===== src/rtl/dmem_sram_like_bridge_pkg.sv =====
// Shared definitions for the data-side SRAM-like bridge: FSM states, access
// size codes and the captured request record.
package dmem_sram_like_bridge_pkg;

  typedef enum logic [1:0] {
    ST_IDLE = 2'd0,
    ST_ADDR = 2'd1,
    ST_DATA = 2'd2,
    ST_DONE = 2'd3
  } dmem_state_e;

  localparam logic [1:0] SIZE_BYTE = 2'd0;
  localparam logic [1:0] SIZE_HALF = 2'd1;
  localparam logic [1:0] SIZE_WORD = 2'd2;

  typedef struct packed {
    logic        wr;
    logic [1:0]  size;
    logic [31:0] addr;
    logic [31:0] wdata;
  } dmem_req_t;

  // kseg0 (100) and kseg1 (101) both live in the 0x8000_0000-0xBFFF_FFFF window
  function automatic logic is_unmapped_seg(input logic [31:0] va);
    return (va[31:30] == 2'b10);
  endfunction

endpackage


===== src/rtl/dmem_addr_map.sv =====
// Fixed virtual-to-physical map: kseg0/kseg1 drop bits [31:29], all other
// segments pass through. Shared with the instruction-side bridge.
module dmem_addr_map
  import dmem_sram_like_bridge_pkg::*;
(
  input  logic [31:0] i_vaddr,
  output logic [31:0] o_paddr
);

  logic w_unmapped;

  assign w_unmapped = is_unmapped_seg(i_vaddr);
  assign o_paddr    = w_unmapped ? {3'b000, i_vaddr[28:0]} : i_vaddr;

endmodule


===== src/rtl/dmem_sram_like_bridge.sv =====
// MEM-stage data access to SRAM-like bus bridge. One bus transaction per CPU
// access; the pipeline is stalled until data_ok returns.
module dmem_sram_like_bridge
  import dmem_sram_like_bridge_pkg::*;
(
  input  logic        clk,
  input  logic        rst,
  input  logic        cpu_en,
  input  logic        cpu_we,
  input  logic [1:0]  cpu_size,
  input  logic [31:0] cpu_addr,
  input  logic [31:0] cpu_wdata,
  input  logic        cpu_hold,
  output logic [31:0] cpu_rdata,
  output logic        stallreq_o,
  output logic        data_req,
  output logic        data_wr,
  output logic [1:0]  data_size,
  output logic [31:0] data_addr,
  output logic [31:0] data_wdata,
  input  logic        data_addr_ok,
  input  logic        data_data_ok,
  input  logic [31:0] data_rdata
);

  dmem_state_e r_state;
  dmem_req_t   r_req;
  logic [31:0] r_rdata_q;

  dmem_req_t   w_req;
  dmem_req_t   w_out;
  logic [31:0] w_paddr;
  logic        w_resp;

  dmem_addr_map u_addr_map (
    .i_vaddr (cpu_addr),
    .o_paddr (w_paddr)
  );

  assign w_req.wr    = cpu_we;
  assign w_req.size  = cpu_size;
  assign w_req.addr  = w_paddr;
  assign w_req.wdata = cpu_wdata;

  // data_ok only completes a transaction once the address phase is over
  assign w_resp = (r_state == ST_DATA) && data_data_ok;

  always_ff @(posedge clk or posedge rst) begin
    if (rst) begin
      r_state   <= ST_IDLE;
      r_req     <= '0;
      r_rdata_q <= '0;
    end else begin
      case (r_state)
        ST_IDLE: begin
          if (cpu_en) begin
            r_req   <= w_req;
            r_state <= data_addr_ok ? ST_DATA : ST_ADDR;
          end
        end
        ST_ADDR: begin
          if (data_addr_ok) r_state <= ST_DATA;
        end
        ST_DATA: begin
          if (data_data_ok) begin
            r_rdata_q <= data_rdata;
            r_state   <= cpu_hold ? ST_DONE : ST_IDLE;
          end
        end
        ST_DONE: begin
          // result is held here so a frozen MEM stage does not reissue the access
          if (!cpu_hold) r_state <= ST_IDLE;
        end
        default: r_state <= ST_IDLE;
      endcase
    end
  end

  always_comb begin
    w_out      = (r_state == ST_IDLE) ? w_req : r_req;
    data_req   = 1'b0;
    stallreq_o = 1'b0;
    if (!rst) begin
      case (r_state)
        ST_IDLE: begin
          data_req   = cpu_en;
          stallreq_o = cpu_en;
        end
        ST_ADDR: begin
          data_req   = 1'b1;
          stallreq_o = 1'b1;
        end
        ST_DATA: begin
          data_req   = 1'b0;
          stallreq_o = ~data_data_ok;
        end
        default: begin
          data_req   = 1'b0;
          stallreq_o = 1'b0;
        end
      endcase
    end
  end

  assign data_wr    = w_out.wr;
  assign data_size  = w_out.size;
  assign data_addr  = w_out.addr;
  assign data_wdata = w_out.wdata;
  assign cpu_rdata  = w_resp ? data_rdata : r_rdata_q;

endmodule

===== config.mk =====
export PLATFORM = sky130hd
export DESIGN_NAME = dmem_sram_like_bridge
export DESIGN_NICKNAME = d
export VERILOG_FILES = /design/src/rtl/dmem_sram_like_bridge_pkg.sv /design/src/rtl/dmem_addr_map.sv /design/src/rtl/dmem_sram_like_bridge.sv
export SDC_FILE = /design/constraint.sdc
export NUM_CORES = 1
export LEC_CHECK = 0
export ABC_AREA = 1
export BUFFER_PORTS_ARGS = -buffer_cell sky130_fd_sc_hd__buf_2
export CAP_MARGIN = 15
export CORE_UTILIZATION = 52
export DETAILED_ROUTE_END_ITERATION = 6
export PLACE_DENSITY = 0.86
export SETUP_SLACK_MARGIN = 0.1
export SLEW_MARGIN = 20
export SYNTH_ARGS = -nofsm -noshare
export SYNTH_HDL_FRONTEND = slang
export SYNTH_SLANG_ARGS = --single-unit

===== constraint.sdc =====
create_clock -name clk -period 7.6 [get_ports clk]
set_clock_uncertainty 0.1 [all_clocks]
set_input_delay 1.14 -clock clk [delete_from_list [all_inputs] [get_ports clk]]
set_output_delay 1.14 -clock clk [all_outputs]
set_load 0.05 [all_outputs]

==> results of run 1 <==
## cells in the mapped netlist
cell type | number | share of area [%]
buf_2 | 14 | 1.5
dfrtp_1 | 101 | 53
nor2_1 | 3 | 0.24
o21ai_1 | 18 | 1.9
nand2_4 | 1 | 0.24
nand3b_1 | 1 | 0.16
buf_4 | 1 | 0.16
nand2_1 | 172 | 14
nand3_2 | 1 | 0.21
o21ai_0 | 139 | 15
inv_2 | 3 | 0.24
nor2_4 | 2 | 0.47
a21oi_1 | 2 | 0.21
buf_6 | 7 | 1.7
o21ai_2 | 12 | 2.2
inv_1 | 103 | 8.1
a21boi_0 | 1 | 0.16
clkbuf_1 | 13 | 1.0
nand3_1 | 5 | 0.52
## area by class of cell
type | count | area [um2] | share of cell area (%)
clock buffer | 10 | 137.6 | 2.313
clock inverter | 5 | 60.06 | 1.009
inverter | 106 | 400.4 | 6.728
multi-input combinational | 357 | 1642 | 27.59
sequential | 101 | 2527 | 42.47
tap | 108 | 135.1 | 2.271
timing repair buffer | 208 | 1049 | 17.62
## cells by family after synthesis
logic type / count (synthesis)
DFF: 101
buffers and inverters: 141
AOI/OAI and AO/OA: 172
and+or+nand+nor: 185
## worst max path at each step
stage | endpoint | cells after the start | slack [ns]
global placement | cpu_rdata[23] | 4 | 3.54
detailed placement | cpu_rdata[23] | 4 | 3.42
floorplan | r_rdata_q[0] | 1 | 3.71
CTS | cpu_rdata[26] | 4 | 3.41
global route | cpu_rdata[10] | 4 | 3.16
finish | cpu_rdata[26] | 4 | 3.42
## per-stage QoR
step	utilization [%]	area (um2)	hold slack, ns
floorplan	-	4772	0.3591
global placement	65.33	5753	0.3673
detailed placement	65.33	5753	0.3781
CTS	67.58	5951	0.4024
global route	67.58	5951	0.4210
finish	67.58	5951	0.3982
## registers in the layout, summed over array words and instances, names as in the netlist
register   cells
r_state        2
r_req         67
r_rdata_q     32
## worst reg2reg max path, stage by stage (launching register included)
cell	delay [ns]
dfrtp_1	0.47
inv_2	0.15
nand2_4	0.20
nor2_4	0.49
buf_4	0.68
inv_2	0.41
nand2_1	0.15
o21ai_1	0.07
## per-layer routing
metal / routed length (um) / vias to the layer above / part of all wire (%)
li1: - / 2216 / -
met1: 4376 / 1940 / 41
met2: 5394 / 139 / 51
met3: 581 / 16 / 5.5
met4: 208 / 0 / 2.0
met5: 0 / - / 0
==> flow_metrics.py, run 1 <==
metrics = {
    "status": {
        "outcome": "finished, violations left",
        "violations": "design-rule violations",
    },
    "floorplan": {
        "fp.dieW_um": 97.80,
        "rows": 34,
        "io_pins": 206,
        "dieArea_mm2": 0.009564,
        "core_area_mm2": 0.008806,
        "start_util_pct": 54.19,
        "fp.dieH_um": 97.80,
    },
    "finish": {
        "areaGrowthSynthToFinish_pct": 24.70,
        "nFillCells": 707,
        "diodes": 0,
        "drive_gt1_share_pct": 30.88,
        "final_cell_mix": "buf_2, nand2_1, o21ai_0, inv_1, dfrtp_1",
        "nNetsFinal": 888,
        "final_common_cell": "buf_2",
        "final_cells": 895,
    },
    "sta": {
        "tightest_slew_ns": 0.9971,
        "fmax_mhz": 239.0,
        "hold_viol": 0,
        "rsz0062_at_grt": "false",
        "relSlewSlack_pct": 33.45,
        "slew_violations": 0,
        "period_share_pct": 55.06,
        "fin_crit_ns": 4.185,
        "setup_slack_ns": 3.415,
        "finalSetupViolCount": 0,
        "setup_tns_ns": 0,
    },
    "detailed_routing": {
        "vias": 4311,
        "wire_per_inst_um": 11.80,
        "drtPass1Iterations": 6,
        "drt_iter0_drc": 195,
        "ant_nets": 0,
        "viasPerCell": 4.817,
        "drc": 20,
        "wirelength_um": 10560,
    },
    "global_route": {
        "globalRouteMet1Util_pct": 27.76,
        "grt_pass1_wl_um": 18100,
        "grt.busiest_layer": "met2",
        "grt_max_degree": 79,
        "grt.total_usage_pct": 23.44,
        "grt_use_met3_pct": 4.366,
        "grt_overflow": 0,
        "grt_pass1_vias": 4233,
        "grt_use_met2_pct": 42.50,
        "antenna_found_initial": 0,
    },
    "yosys": {
        "ys_ff_latch": 101,
        "syn_inst": 599,
        "synth_area_mm2": 0.004772,
        "synth_compound_area_share_pct": 19.04,
        "ys_seq_area_share_pct": 52.96,
        "synth_top_family_by_area": "compound AO/OA/AOI/OAI gates",
        "synthXorXnorAreaFrac_pct": 0,
        "synthDistinctLibCells": 19,
        "syn_area_per_cell_um2": 7.967,
        "ys.warnings.count": 0,
        "yosys.area_share.simple_pct": 15.36,
        "synthMuxAreaShare_pct": 0,
        "syn_nets": 704,
        "synth_fa_ha_area_share_pct": 0,
    },
    "worst_setup_path": {
        "cp_num_buf_inv": 2,
        "worstPathMaxFanout": 64,
        "endpoint_kind": "output port",
        "cp.required_ns": 6.36,
        "arrival_ns": 2.94,
        "slowest_stage": "nand3_2",
        "worstSetupStartpoint": "data_data_ok",
        "reg2reg_to": "r_req[60]",
        "path_delay_family": "simple AND/OR/NAND/NOR gates",
        "cpMostUsedCell": "buf_2",
        "reg2reg_depth": 7,
        "r2r-start": "r_state[0]",
        "critical_path_class": "in -> out",
        "r2r_setup_slack_ns": 4.75,
        "path_cells": "buf_2 > nand3_2 > o21ai_0 > buf_2",
        "slowest_delay_ns": 0.75,
        "startpoint_type": "input pin",
    },
    "worst_hold_path": {
        "hp-class": "reg -> reg",
        "min_path_cells": 2,
        "min_to": "r_rdata_q[8]",
        "hp-start": "r_rdata_q[8]",
    },
    "place": {
        "port_buffers": 205,
        "dp_cells": 880,
        "gp_congestion": 0.8176,
        "dp_hpwl_um": 7970,
        "dp_worst_setup_slack_ns": 3.417,
    },
    "clock_network": {
        "postCtsSetupBuffers": 0,
        "clkLatencyLatePin_ns": 0.34,
        "ctsResizeCount": 0,
        "hold_buffers": 0,
        "cts_tree": "built",
        "cts_buffer_depth": 2,
        "clock-sinks": 101,
        "clkTransAtPathRegs_ns": 0.08,
        "cts_buffers": 9,
        "cts_root_buf": "clkbuf_8",
        "h-tree-depth": 3,
    },
    "run": {
        "cap_violations": 0,
    },
}
Power of run 1 is left out: the tool's default activity adds up to more than one toggle a clock period on the data nets, which glitch-free logic cannot reach.
==> run 2: changes to the inputs <==
--- a/config.mk
+++ b/config.mk
@@ -8,9 +8,9 @@
 export ABC_AREA = 1
 export BUFFER_PORTS_ARGS = -buffer_cell sky130_fd_sc_hd__buf_2
 export CAP_MARGIN = 15
-export CORE_UTILIZATION = 52
+export CORE_UTILIZATION = 43
 export DETAILED_ROUTE_END_ITERATION = 6
-export PLACE_DENSITY = 0.86
+export PLACE_DENSITY = 0.76
 export SETUP_SLACK_MARGIN = 0.1
 export SLEW_MARGIN = 20
 export SYNTH_ARGS = -nofsm -noshare
==> constraint.sdc (replaced) <==
create_clock -name clk -period 3.6 [get_ports clk]
set_clock_uncertainty 0.1 [all_clocks]
set_input_delay 0.54 -clock clk [delete_from_list [all_inputs] [get_ports clk]]
set_output_delay 0.54 -clock clk [all_outputs]
set_load 0.05 [all_outputs]
==> flow_metrics.py, run 2 (synthesized netlist as in run 1, its figures left out) <==
metrics = {
    "status": {
        "outcome": "complete, no violations",
    },
    "sta": {
        "relSlewSlack_pct": 55.10,
        "finalSetupViolCount": 0,
        "fmax_mhz": 331.4,
        "rsz0062_at_grt": "false",
        "hold_viol": 0,
        "slew_violations": 0,
        "fin_crit_ns": 3.017,
        "tightest_slew_ns": 0.6719,
        "setup_tns_ns": 0,
        "setup_slack_ns": 0.5827,
        "period_share_pct": 83.81,
    },
    "global_route": {
        "antenna_found_initial": 0,
        "grt.total_usage_pct": 18.31,
        "grt_max_degree": 80,
        "grt_pass1_wl_um": 16640,
        "grt_overflow": 0,
        "grt_pass1_vias": 3781,
    },
    "worst_setup_path": {
        "r2r_setup_slack_ns": 1.38,
        "slowest_stage": "dfrtp_1",
        "critical_path_class": "reg -> out",
        "endpoint_kind": "output port",
        "cp.required_ns": 2.96,
        "slowest_delay_ns": 0.53,
        "arrival_ns": 2.38,
        "worstPathMaxFanout": 36,
        "path_cells": "nand3_2 > buf_4 > o21ai_0 > buf_2",
        "startpoint_type": "flip-flop",
        "reg2reg_to": "r_req[65]",
        "path_delay_family": "buffers and inverters",
        "r2r-start": "r_state[1]",
        "cp_num_buf_inv": 2,
        "reg2reg_depth": 6,
    },
    "finish": {
        "reg_top3": "r_req (67), r_rdata_q (32), r_state (2)",
        "final_core_utilization_pct": 55.96,
        "largest_reg_flops": 67,
        "final_cell_mix": "buf_2, nand2_1, o21ai_0, inv_1, dfrtp_1",
        "max_flop_register": "r_req",
        "diodes": 0,
        "nFillCells": 1025,
        "nNetsFinal": 890,
        "multi_input_area_mm2": 0.001642,
        "regArea_mm2": 0.002527,
        "areaGrowthSynthToFinish_pct": 27.11,
        "drive_gt1_share_pct": 31.14,
        "final_cells": 930,
        "final_common_cell": "buf_2",
    },
    "detailed_routing": {
        "vias": 4231,
        "wirelength_um": 10200,
        "drt_iter0_drc": 270,
        "wire_per_inst_um": 10.96,
        "ant_nets": 0,
        "drc": 0,
        "viasPerCell": 4.549,
        "drtPass1Iterations": 4,
    },
    "place": {
        "dp_hpwl_um": 7378,
        "gp_congestion": 0.7992,
        "dp_worst_setup_slack_ns": 0.9070,
        "dp_cells": 914,
        "port_buffers": 205,
    },
    "floorplan": {
        "fp.dieW_um": 107.3,
        "io_pins": 206,
        "rows": 38,
        "core_area_mm2": 0.01084,
        "dieArea_mm2": 0.01152,
        "fp.dieH_um": 107.3,
        "start_util_pct": 44.02,
    },
    "run": {
        "cap_violations": 0,
    },
    "clock_network": {
        "clkLatencyLatePin_ns": 0.36,
        "clkTransAtPathRegs_ns": 0.10,
        "ctsResizeCount": 0,
        "cts_buffer_depth": 2,
        "clock-sinks": 101,
        "postCtsSetupBuffers": 0,
        "cts_tree": "built",
        "cts_root_buf": "clkbuf_8",
        "hold_buffers": 0,
        "h-tree-depth": 3,
        "cts_buffers": 9,
    },
    "worst_hold_path": {
        "hp-class": "in -> async",
    },
}
## run 2: worst max-delay path by stage
| stage | from | depth (start not counted) | slack (ns) | endpoint |
|---|---|---|---|---|
| after floorplan | rst | 1 | 0.31 | r_rdata_q[0] |
| after global placement | data_data_ok | 5 | 0.90 | cpu_rdata[28] |
| after detailed placement | data_data_ok | 5 | 0.91 | cpu_rdata[13] |
| after CTS | r_state[1] | 4 | 0.55 | cpu_rdata[13] |
| after global routing | r_state[1] | 4 | 0.29 | cpu_rdata[11] |
| final | r_state[1] | 4 | 0.58 | cpu_rdata[13] |
## run 2: through the flow
stage	hold WS [ns]	instance area, um2
floorplan	0.3591	4772
global placement	0.3691	5846
detailed placement	0.3748	5846
CTS	0.1633	6066
global route	0.2018	6066
finish	0.1532	6066
## run 2: cell type report
cell class	count	share of cell area, %
sequential	101	41.67
multi-input combinational	357	27.06
timing repair buffer	210	18.15
inverter	106	6.601
tap	140	2.888
clock buffer	9	2.042
clock inverter	7	1.588
## run 2: layer usage
metal	track usage (%)	routed length (um)
met5	0	0
met4	8.023	204
met3	4.903	716
met2	30.83	4705
met1	21.99	4570
Power of run 2 is left out for the same reason.
